==> config.mk <==
export PLATFORM = sky130hd
export DESIGN_NAME = service_record_scheduler_flat
export DESIGN_NICKNAME = d
export VERILOG_FILES = /design/src/rtl/service_record_scheduler_pkg.sv /design/src/rtl/service_record_scheduler_if.sv /design/src/rtl/service_record_scheduler_sr_counter_bank.sv /design/src/rtl/service_record_scheduler.sv /design/src/flat_wrapper.sv
export SDC_FILE = /design/constraint.sdc
export NUM_CORES = 2
export LEC_CHECK = 0
export CAP_MARGIN = 20
export CORE_MARGIN = 2
export CORE_UTILIZATION = 30
export CTS_CLUSTER_SIZE = 24
export DETAILED_ROUTE_END_ITERATION = 8
export PLACE_DENSITY = 0.45
export RECOVER_POWER = 25
export SLEW_MARGIN = 15
export SYNTH_ARGS = -nofsm -noshare
export SYNTH_HDL_FRONTEND = slang
export SYNTH_HIERARCHICAL = 1
export SYNTH_SLANG_ARGS = --single-unit
==> constraint.sdc <==
create_clock -name Clk -period 8.2 [get_ports Clk]
set_clock_uncertainty 0.1 [all_clocks]
set_input_delay 1.64 -clock Clk [delete_from_list [all_inputs] [get_ports Clk]]
set_output_delay 1.64 -clock Clk [all_outputs]
set_load 0.05 [all_outputs]
==> src/rtl/service_record_scheduler_pkg.sv <==
// Shared readout package for the FE-I4 service-record scheduler.
// Holds SR word layout, sizing constants, state encoding and a word packer.
package service_record_scheduler_pkg;

  localparam int NCODES = 32;
  localparam int CNT_W  = 10;
  localparam int MAX_SR = 4;

  localparam int HDR_W  = 8;
  localparam int CODE_W = 6;
  localparam int WORD_W = HDR_W + CODE_W + CNT_W;
  localparam int IDX_W  = $clog2(NCODES);
  localparam int EMIT_W = $clog2(MAX_SR + 1);

  localparam logic [HDR_W-1:0] SR_HDR  = 8'hEF;
  localparam logic [CNT_W-1:0] CNT_MAX = '1;

  localparam logic [1:0] S_IDLE    = 2'd0;
  localparam logic [1:0] S_ARMED   = 2'd1;
  localparam logic [1:0] S_SELECT  = 2'd2;
  localparam logic [1:0] S_PRESENT = 2'd3;

  typedef enum logic [1:0] {
    IDLE    = S_IDLE,
    ARMED   = S_ARMED,
    SELECT  = S_SELECT,
    PRESENT = S_PRESENT
  } state_e;

  function automatic logic [WORD_W-1:0] sr_pack(
    input logic [CODE_W-1:0] code,
    input logic [CNT_W-1:0]  cnt
  );
    return {SR_HDR, code, cnt};
  endfunction

endpackage

==> src/rtl/service_record_scheduler_if.sv <==
// SR word stream interface: SrWord/SrValid from the scheduler, SrReady back.
// master = scheduler side, slave = readout consumer side.
interface service_record_scheduler_if;
  import service_record_scheduler_pkg::*;

  logic [WORD_W-1:0] SrWord;
  logic              SrValid;
  logic              SrReady;

  modport master (
    output SrWord,
    output SrValid,
    input  SrReady
  );

  modport slave (
    input  SrWord,
    input  SrValid,
    output SrReady
  );

endinterface

==> src/rtl/service_record_scheduler_sr_counter_bank.sv <==
// Per-code saturating SR event counters with sticky saturation flags.
// Ports: event_i pulses, sub_* subtract-on-accept, cnt_o/sat_o/pend_o state.
module sr_counter_bank
  import service_record_scheduler_pkg::*;
(
  input  logic                          clk_i,
  input  logic                          rst_n_i,
  input  logic [NCODES-1:0]             event_i,
  input  logic                          sub_en_i,
  input  logic [CODE_W-1:0]             sub_code_i,
  input  logic [CNT_W-1:0]              sub_val_i,
  output logic [NCODES-1:0][CNT_W-1:0]  cnt_o,
  output logic [NCODES-1:0]             sat_o,
  output logic [NCODES-1:0]             pend_o
);

  logic [NCODES-1:0][CNT_W-1:0] cnt_q, cnt_d;
  logic [NCODES-1:0]            sat_q, sat_d;

  // The snapshot never exceeds the live count (counts only grow between
  // snap and accept), so the subtract cannot underflow. Events on the
  // accepted code in the same cycle are added back on top.
  always_comb begin
    cnt_d = cnt_q;
    sat_d = sat_q;
    for (int i = 0; i < NCODES; i++) begin
      if (sub_en_i && (sub_code_i == CODE_W'(i))) begin
        cnt_d[i] = cnt_q[i] - sub_val_i + CNT_W'(event_i[i]);
        sat_d[i] = 1'b0;
      end else if (event_i[i]) begin
        if (cnt_q[i] == CNT_MAX) begin
          sat_d[i] = 1'b1;
        end else begin
          cnt_d[i] = cnt_q[i] + 1'b1;
        end
      end
    end
  end

  always_ff @(posedge clk_i) begin
    if (!rst_n_i) begin
      cnt_q <= '0;
      sat_q <= '0;
    end else begin
      cnt_q <= cnt_d;
      sat_q <= sat_d;
    end
  end

  always_comb begin
    pend_o = '0;
    for (int i = 0; i < NCODES; i++) begin
      pend_o[i] = |cnt_q[i];
    end
  end

  assign cnt_o = cnt_q;
  assign sat_o = sat_q;

endmodule

==> src/rtl/service_record_scheduler.sv <==
// Service-record scheduler: counts SR events, requests header flagging,
// then emits up to MAX_SR SR words per flagged header over the sr stream.
module service_record_scheduler
  import service_record_scheduler_pkg::*;
(
  input  logic                        Clk,
  input  logic                        Reset_b,
  input  logic [NCODES-1:0]           SrEvent,
  input  logic                        HeaderStrobe,
  input  logic                        ErrorReq,
  output logic                        ServReq,
  output logic                        Busy,
  output logic [NCODES-1:0]           CntSat,
  service_record_scheduler_if.master  sr
);

  state_e              state_q, state_d;
  logic [WORD_W-1:0]   word_q, word_d;
  logic                valid_q, valid_d;
  logic                sreq_q, sreq_d;
  logic [EMIT_W-1:0]   emit_q, emit_d;

  logic [NCODES-1:0][CNT_W-1:0] cnt;
  logic [NCODES-1:0]            pend;
  logic                         fire;
  logic                         sel_any;
  logic [IDX_W-1:0]             sel_idx;

  assign fire = valid_q && sr.SrReady;

  // The presented word carries the latched code and snapshot.
  sr_counter_bank u_bank (
    .clk_i      (Clk),
    .rst_n_i    (Reset_b),
    .event_i    (SrEvent),
    .sub_en_i   (fire),
    .sub_code_i (word_q[CNT_W +: CODE_W]),
    .sub_val_i  (word_q[CNT_W-1:0]),
    .cnt_o      (cnt),
    .sat_o      (CntSat),
    .pend_o     (pend)
  );

  // Lowest pending index wins: scan downward, last hit sticks.
  always_comb begin
    sel_any = 1'b0;
    sel_idx = '0;
    for (int i = NCODES - 1; i >= 0; i--) begin
      if (pend[i]) begin
        sel_any = 1'b1;
        sel_idx = IDX_W'(i);
      end
    end
  end

  always_comb begin
    state_d = state_q;
    word_d  = word_q;
    emit_d  = emit_q;
    unique case (state_q)
      IDLE: begin
        if ((|pend) && !ErrorReq) state_d = ARMED;
      end
      ARMED: begin
        // A header under ErrorReq leaves unflagged, so keep waiting.
        if (HeaderStrobe && !ErrorReq) begin
          state_d = SELECT;
          emit_d  = '0;
        end
      end
      SELECT: begin
        if (sel_any) begin
          state_d = PRESENT;
          word_d  = sr_pack(CODE_W'(sel_idx), cnt[sel_idx]);
        end else begin
          state_d = IDLE;
        end
      end
      PRESENT: begin
        if (fire) begin
          emit_d  = emit_q + 1'b1;
          state_d = (emit_d == EMIT_W'(MAX_SR)) ? IDLE : SELECT;
        end
      end
      default: state_d = IDLE;
    endcase
    sreq_d  = (state_d == ARMED);
    valid_d = (state_d == PRESENT);
  end

  always_ff @(posedge Clk) begin
    if (!Reset_b) begin
      state_q <= IDLE;
      word_q  <= '0;
      valid_q <= 1'b0;
      sreq_q  <= 1'b0;
      emit_q  <= '0;
    end else begin
      state_q <= state_d;
      word_q  <= word_d;
      valid_q <= valid_d;
      sreq_q  <= sreq_d;
      emit_q  <= emit_d;
    end
  end

  assign ServReq    = sreq_q;
  assign Busy       = (state_q != IDLE);
  assign sr.SrWord  = word_q;
  assign sr.SrValid = valid_q;

endmodule

==> src/flat_wrapper.sv <==
// flat-port wrapper written by rule: the top's interface ports become plain ports
module service_record_scheduler_flat import service_record_scheduler_pkg::*;
  (Clk, Reset_b, SrEvent, HeaderStrobe, ErrorReq, ServReq, Busy, CntSat, sr_SrWord, sr_SrValid, sr_SrReady);
  service_record_scheduler_if sr_i ();
  input  logic Clk;
  input  logic Reset_b;
  input  logic [NCODES-1:0] SrEvent;
  input  logic HeaderStrobe;
  input  logic ErrorReq;
  output logic ServReq;
  output logic Busy;
  output logic [NCODES-1:0] CntSat;
  output wire logic [$bits(sr_i.SrWord)-1:0] sr_SrWord;
  output wire logic [$bits(sr_i.SrValid)-1:0] sr_SrValid;
  input wire logic [$bits(sr_i.SrReady)-1:0] sr_SrReady;
  assign sr_SrWord = sr_i.SrWord;
  assign sr_SrValid = sr_i.SrValid;
  assign sr_i.SrReady = sr_SrReady;
  service_record_scheduler u_core (.Clk(Clk), .Reset_b(Reset_b), .SrEvent(SrEvent), .HeaderStrobe(HeaderStrobe), .ErrorReq(ErrorReq), .ServReq(ServReq), .Busy(Busy), .CntSat(CntSat), .sr(sr_i));
endmodule
### Yosys cells after proc, flatten, opt, wreduce, memory -nomap -nowiden

Cells that the tools add are included.
W data, S select, Z words.

* bits in registers: 375
* bits of input ports: 37
* word-level logic and storage cells: 645

* add/subtract/negate cells: 97
* order comparisons: 1
* eq/ne operators: 103
* multiplexer cells: 171
* bitwise logic cells: 1
* reductions and logical operators: 203

Operators by type and width (number)
* $mux W10: 97
* $add A10 B1 Y10: 32
* $add A10 B1 Y10 const B: 32
* $eq A10 B10 Y1 const B: 32
* $reduce_or A10 Y1: 32
* $reduce_or A320 Y1: 1
* $sub A10 B10 Y10: 32
* $mux W5: 32
* $reduce_and A2 Y1: 65
* $eq A5 B5 Y1 const B: 16
* $reduce_bool A2 Y1: 34
* $ne A2 B2 Y1 const B: 33
* $reduce_or A2 Y1: 32
* $bmux W10 S5: 1
* $eq A5 B4 Y1 const B: 8
* $logic_and A1 B1 Y1: 35
* $mux W1: 32
* $eq A5 B3 Y1 const B: 4
* $eq A5 B2 Y1 const B: 2
* $mux W2: 5
* $pmux W2 S4: 1
* $eq A2 B2 Y1 const B: 3
* $logic_not A6 Y1: 1
* $lt A5 B6 Y1 const B: 1
* other kinds (11): 13

### Longest topological paths before layout

* depth in word-level cells: 36
* mapped depth: 15

### By module

The synthesis kept the hierarchy.

By module, submodules not included
* sr_counter_bank: times used 1, cells an instance 4350, area an instance 35549.1 um^2, seq. area each 7046.8 um^2
* service_record_scheduler: times used 1, cells an instance 617, area an instance 4239.1 um^2, seq. area each 460.4 um^2

### Worst setup path after synthesis

OpenSTA, ideal clock, no wires.

* path type: input port to flip-flop
* start: in SrEvent[5]
* end: reg u_core.u_bank.cnt_q (netlist bit u_core/u_bank/cnt_o[58])
* arrival time: 3.406 ns
* required time: 7.980 ns
* slack: 4.575 ns
* cell stages on the path: 8
* path buffers: 0
* path through: ha_1 -> fa_1 -> a21o_1 -> a21oi_1 -> o211ai_1 -> a21o_1 -> a21o_1 -> a211o_1

* cells in the longest elaborated chain, start to end: 2
* elaborated cells between the ends (all ways): 4
* those cells by class: add/sub: 1; mux: 1; reduce/logical: 2

Ends and longest elaborated chain
* start: declaration: line flat_wrapper.sv:7 `input logic [NCODES-1:0] SrEvent;`
* $add A10 B1 Y10 or $reduce_bool A2 Y1 (tied branches)
* $mux W10 or $reduce_and A2 Y1 (tied branches)
* end signal: assignment: line service_record_scheduler_sr_counter_bank.sv:45 `cnt_q <= cnt_d;`
* end: declaration: line service_record_scheduler_sr_counter_bank.sv:17 `logic [NCODES-1:0][CNT_W-1:0] cnt_q, cnt_d;`

Parallel ways exist; a longest one is shown, timed or not.
A chain may end at the register's enable or synchronous reset.

### Worst setup path in the final report

* start: reg u_core.u_bank.cnt_q (netlist bit u_core/u_bank/cnt_o[185])
* end: reg u_core.word_q[0], in the netlist u_core/sr.SrWord[0]

* cells in the longest elaborated chain, start to end: 22
* elaborated cells between the ends (all ways): 42
* those cells by class: mux: 40; reduce/logical: 2

Ends and longest elaborated chain
* $reduce_or A10 Y1 (*): line service_record_scheduler_sr_counter_bank.sv:53 `pend_o[i] = |cnt_q[i];`
* net u_core.pend[18]: line service_record_scheduler.sv:24 `logic [NCODES-1:0] pend;`
* $mux W5 (19 in a row): line service_record_scheduler.sv:49 `if (pend[i]) begin`
* $bmux W10 S5: line service_record_scheduler.sv:74 `word_d = sr_pack(CODE_W'(sel_idx), cnt[sel_idx]);`
* $mux W10 (not written as such): line service_record_scheduler.sv:74
* end signal: assignment: line service_record_scheduler.sv:100 `word_q <= word_d;`
* end: declaration: line service_record_scheduler.sv:18 `logic [WORD_W-1:0] word_q, word_d;`

Mark *: on every way through the listed nets, which the timed path passes. The rest lies on a longest branch. The select of a mux whose other input is x is not followed.

==> impl_metrics.toml <==
[logic_synthesis]
synth-edff-count = 0
synthAdderAreaFrac_pct = 21.8
synth_area_sq_um = 39800
synth.distinct_cells = 98
yosysTopAreaCell = "ha_1"
synthMuxAreaShare_pct = 2.45
yosys_register_bits = 375
synth.area.top_cells = "ha_1, dfxtp_1, xor2_1"
synth_top_family_by_area = "simple AND/OR/NAND/NOR gates"
synth_seq_area_share_pct = 18.9
synth_flop_cell = "dfxtp_1"
yosys.area_share.simple_pct = 21.8
yosys.area.top_type_share_pct = 20.2
synth_compound_area_share_pct = 21.3
yosys_warnings = 6
avgSynthCellArea_sq_um = 8.01
syn_inst = 4967
synth-async-reset-ratio_pct = 0
synth_xor_area_share_pct = 9.71

[timing]
hold_viol = 0
whs_ns = 0.373
setup_viol = 0
rsz0062_at_grt = "no"
final.min_clock_period_ns = 5.21
max_freq_mhz = 192
fin_tns_setup_ns = 0
slew_headroom_pct = 18.1
worst_slack_ns = 2.99
slew_viol_final = 0
fin_crit_sh_pct = 63.5
tightestPinTransition_ns = 1.22

[floorplanning]
initial_core_util_pct = 30.2
core_sq_um = 132000
placement_rows = 133
dieArea_sq_um = 136000
dieHeight_um = 368
die_w_um = 368
ios = 96

[grt]
grt_max_degree = 97
grt-ovfl-total = 0
grt_usage_pct = 21.9
antenna_found_initial = 5
grt_pass1_wl_um = 230000
grt_pass1_vias = 36758

[routing]
postRouteAntennaNets = 0
drc = 0
routed_wl_um = 153000
drt_iter0_markers = 2934
dr_total_vias = 38197
via_per_inst = 5.62
wire_per_inst_um = 22.5
drtPass1Iterations = 6

[final_layout]
fin_nets = 5708
multi_input_area_sq_um = 30700
final_cell_mix = "ha_1, nor2_1, nand2_1"
final_common_cell = "ha_1"
syn_to_final_growth_pct = 11.2
final_util_pct = 33.6
num-fill-cells = 14033
register_area_sq_um = 7510
layout-drive-gt1-share_pct = 4.31

[critical_path]
critical_path.slowest_cell = "a221oi_1"
crit_fanout = 30
cp.required_ns = 8.61
critPathArrivalTime_ns = 5.62
startpoint = "u_core/u_bank/cnt_o[185]"
path_depth = 12
r2r_setup_slack_ns = 2.99
slowest_delay_ns = 0.84
cp-end-kind = "flop"
crit_path_frequent_cell = "buf_4"
cp.buffers_inverters = 2
crit_path_start_kind = "flop"
r2r_start = "u_core/u_bank/cnt_o[185]"
crit_family = "compound AO/OA/AOI/OAI gates"
rr_endpoint = "u_core/sr.SrWord[0]"
critPathKind = "flop to flop"
cp-endpoint = "u_core/sr.SrWord[0]"
worstPathCellList = "nor4_1, nand4b_1, or3_1, a221oi_2, o21ai_2, a211oi_4, buf_4, o21ai_4, buf_4, a221oi_1, o211a_1, a31oi_1"
r2r_cells = 12

[clock_network]
cts-hold-fix-buffers = 0
cts.sinks = 375
htree_num_levels = 2
cts-root-buf = "clkbuf_16"
cts_tree = "built"
postCtsSetupBuffers = 0
cts_buffers = 53
cts_resized = 0
clk_transition_reported_paths_ns = 0.06
clock_path_buffers = 3
clk_latency_ns = 0.66

[power]
power_mw = 6.41
pwr_density_cell_nw_per_um2 = 145
p_seq_share_pct = 30.3
clkPwrFrac_pct = 37.2
peakVddDrop_mv = 0.198
p_sw_share_pct = 37.7
leakage_nw = 17.0
p_int_mw = 3.99
p_switching_mw = 2.42
combPwrFrac_pct = 32.5

[worst_hold_path]
hold_path_class = "flop to flop"
min_from = "u_core/u_bank/sat_o[10]"

[placed_design]
place_congestion = 0.900
hpwl_um = 114000
dp_slack_ns = 2.77
io_buffers = 93

[run_status]
status = "completed"

[flow_run]
drv_cap = 0
## worst reg2reg max path: cells and delay by family (launching register included)
kind                   cells  cell delay [ns]
DFF                        1             0.37
buffers and inverters      2             0.70
and+or+nand+nor            3             1.40
AOI/OAI and AO/OA          7             2.47
## final cells by class
| type | count | share of cell area, % |
|---|---|---|
| timing repair buffer | 136 | 2.86 |
| inverter | 226 | 1.93 |
| clock buffer | 82 | 3.68 |
| multi-input combinational | 4205 | 69.4 |
| clock inverter | 10 | 0.178 |
| sequential | 375 | 17.0 |
| tap | 1755 | 4.96 |
| antenna | 3 | 0.0170 |
## worst min-delay path by stage
| stage | end | cells past startpoint |
|---|---|---|
| final | u_core/u_bank/sat_o[10] | 2 |
| after CTS | u_core/u_bank/sat_o[24] | 2 |
| after global routing | u_core/u_bank/sat_o[24] | 2 |
| after global placement | u_core/u_bank/sat_o[10] | 2 |
| after detailed placement | u_core/u_bank/sat_o[10] | 2 |
| after floorplan | u_core/u_bank/cnt_o[209] | 2 |
## Yosys cell counts (15+ instances only)
cell type and instances:
nand2_1 428, a21oi_1 238, o31a_1 15, o21bai_1 17, nor4_1 49, nand2b_1 24
o41ai_1 20, o211ai_1 60, a31oi_1 53, inv_1 224, o2111ai_1 19, a41oi_1 23
clkbuf_1 124, o31ai_1 22, a221oi_1 43, nor2_1 433, a21o_1 85, o21a_1 28
nand4_1 131, xnor2_1 190, and3_1 83, fa_1 32, o21ai_0 234, or3_1 40
xor2_1 251, dfxtp_1 375, nor3_1 171, buf_4 15, o211a_1 15, a211oi_1 162
and4_1 32, mux2i_1 76, nand4b_1 38, nor2b_1 36, nand3_1 196, o22ai_1 56
ha_1 642
## per-layer routing
metal / wire, um / vias to the layer above / GRT usage, % / share of wire [%]
li1: - / 18680 / - / -
met1: 72900 / 18348 / 30.7 / 48
met4: 4240 / 0 / 6.31 / 2.8
met5: 0 / - / 0 / 0
met2: 67000 / 989 / 34.7 / 44
met3: 8630 / 180 / 2.96 / 5.6
## power by group through the flow
stage          registers [mW]  logic, mW  clock network [mW]
2_1_floorplan            1.95       1.45                   0
3_3_place_gp             1.98       2.06                   0
3_5_place_dp             1.98       2.05                   0
4_1_cts                  1.94       2.06                2.46
5_1_grt                  1.95       2.28                2.51
6_report                 1.94       2.08                2.38
## through the flow
stage               instances  cell area (sq um)
floorplan                4972              39800
global placement         6695              42600
detailed placement       6695              42600
CTS                      6787              44300
global route             6790              44200
finish                   6792              44200
## state kept, by name, indices dropped and copies added (netlist names)
signal,flops
u_core/u_bank/cnt_o,320
u_core/u_bank/sat_o,32
u_core/sr.SrWord,16
u_core/emit_q,3
u_core/state_q,2
u_core/ServReq,1
u_core/sr.SrValid,1
## cells by family after synthesis
group           after synthesis
buf+inv                     392
compound gates             1241
flops                       375
fa+ha+maj                   674
mux                          95
other cells                   1
simple gates               1748
xor+xnor                    441
No activity file was read; power rests on OpenSTA's default activity.
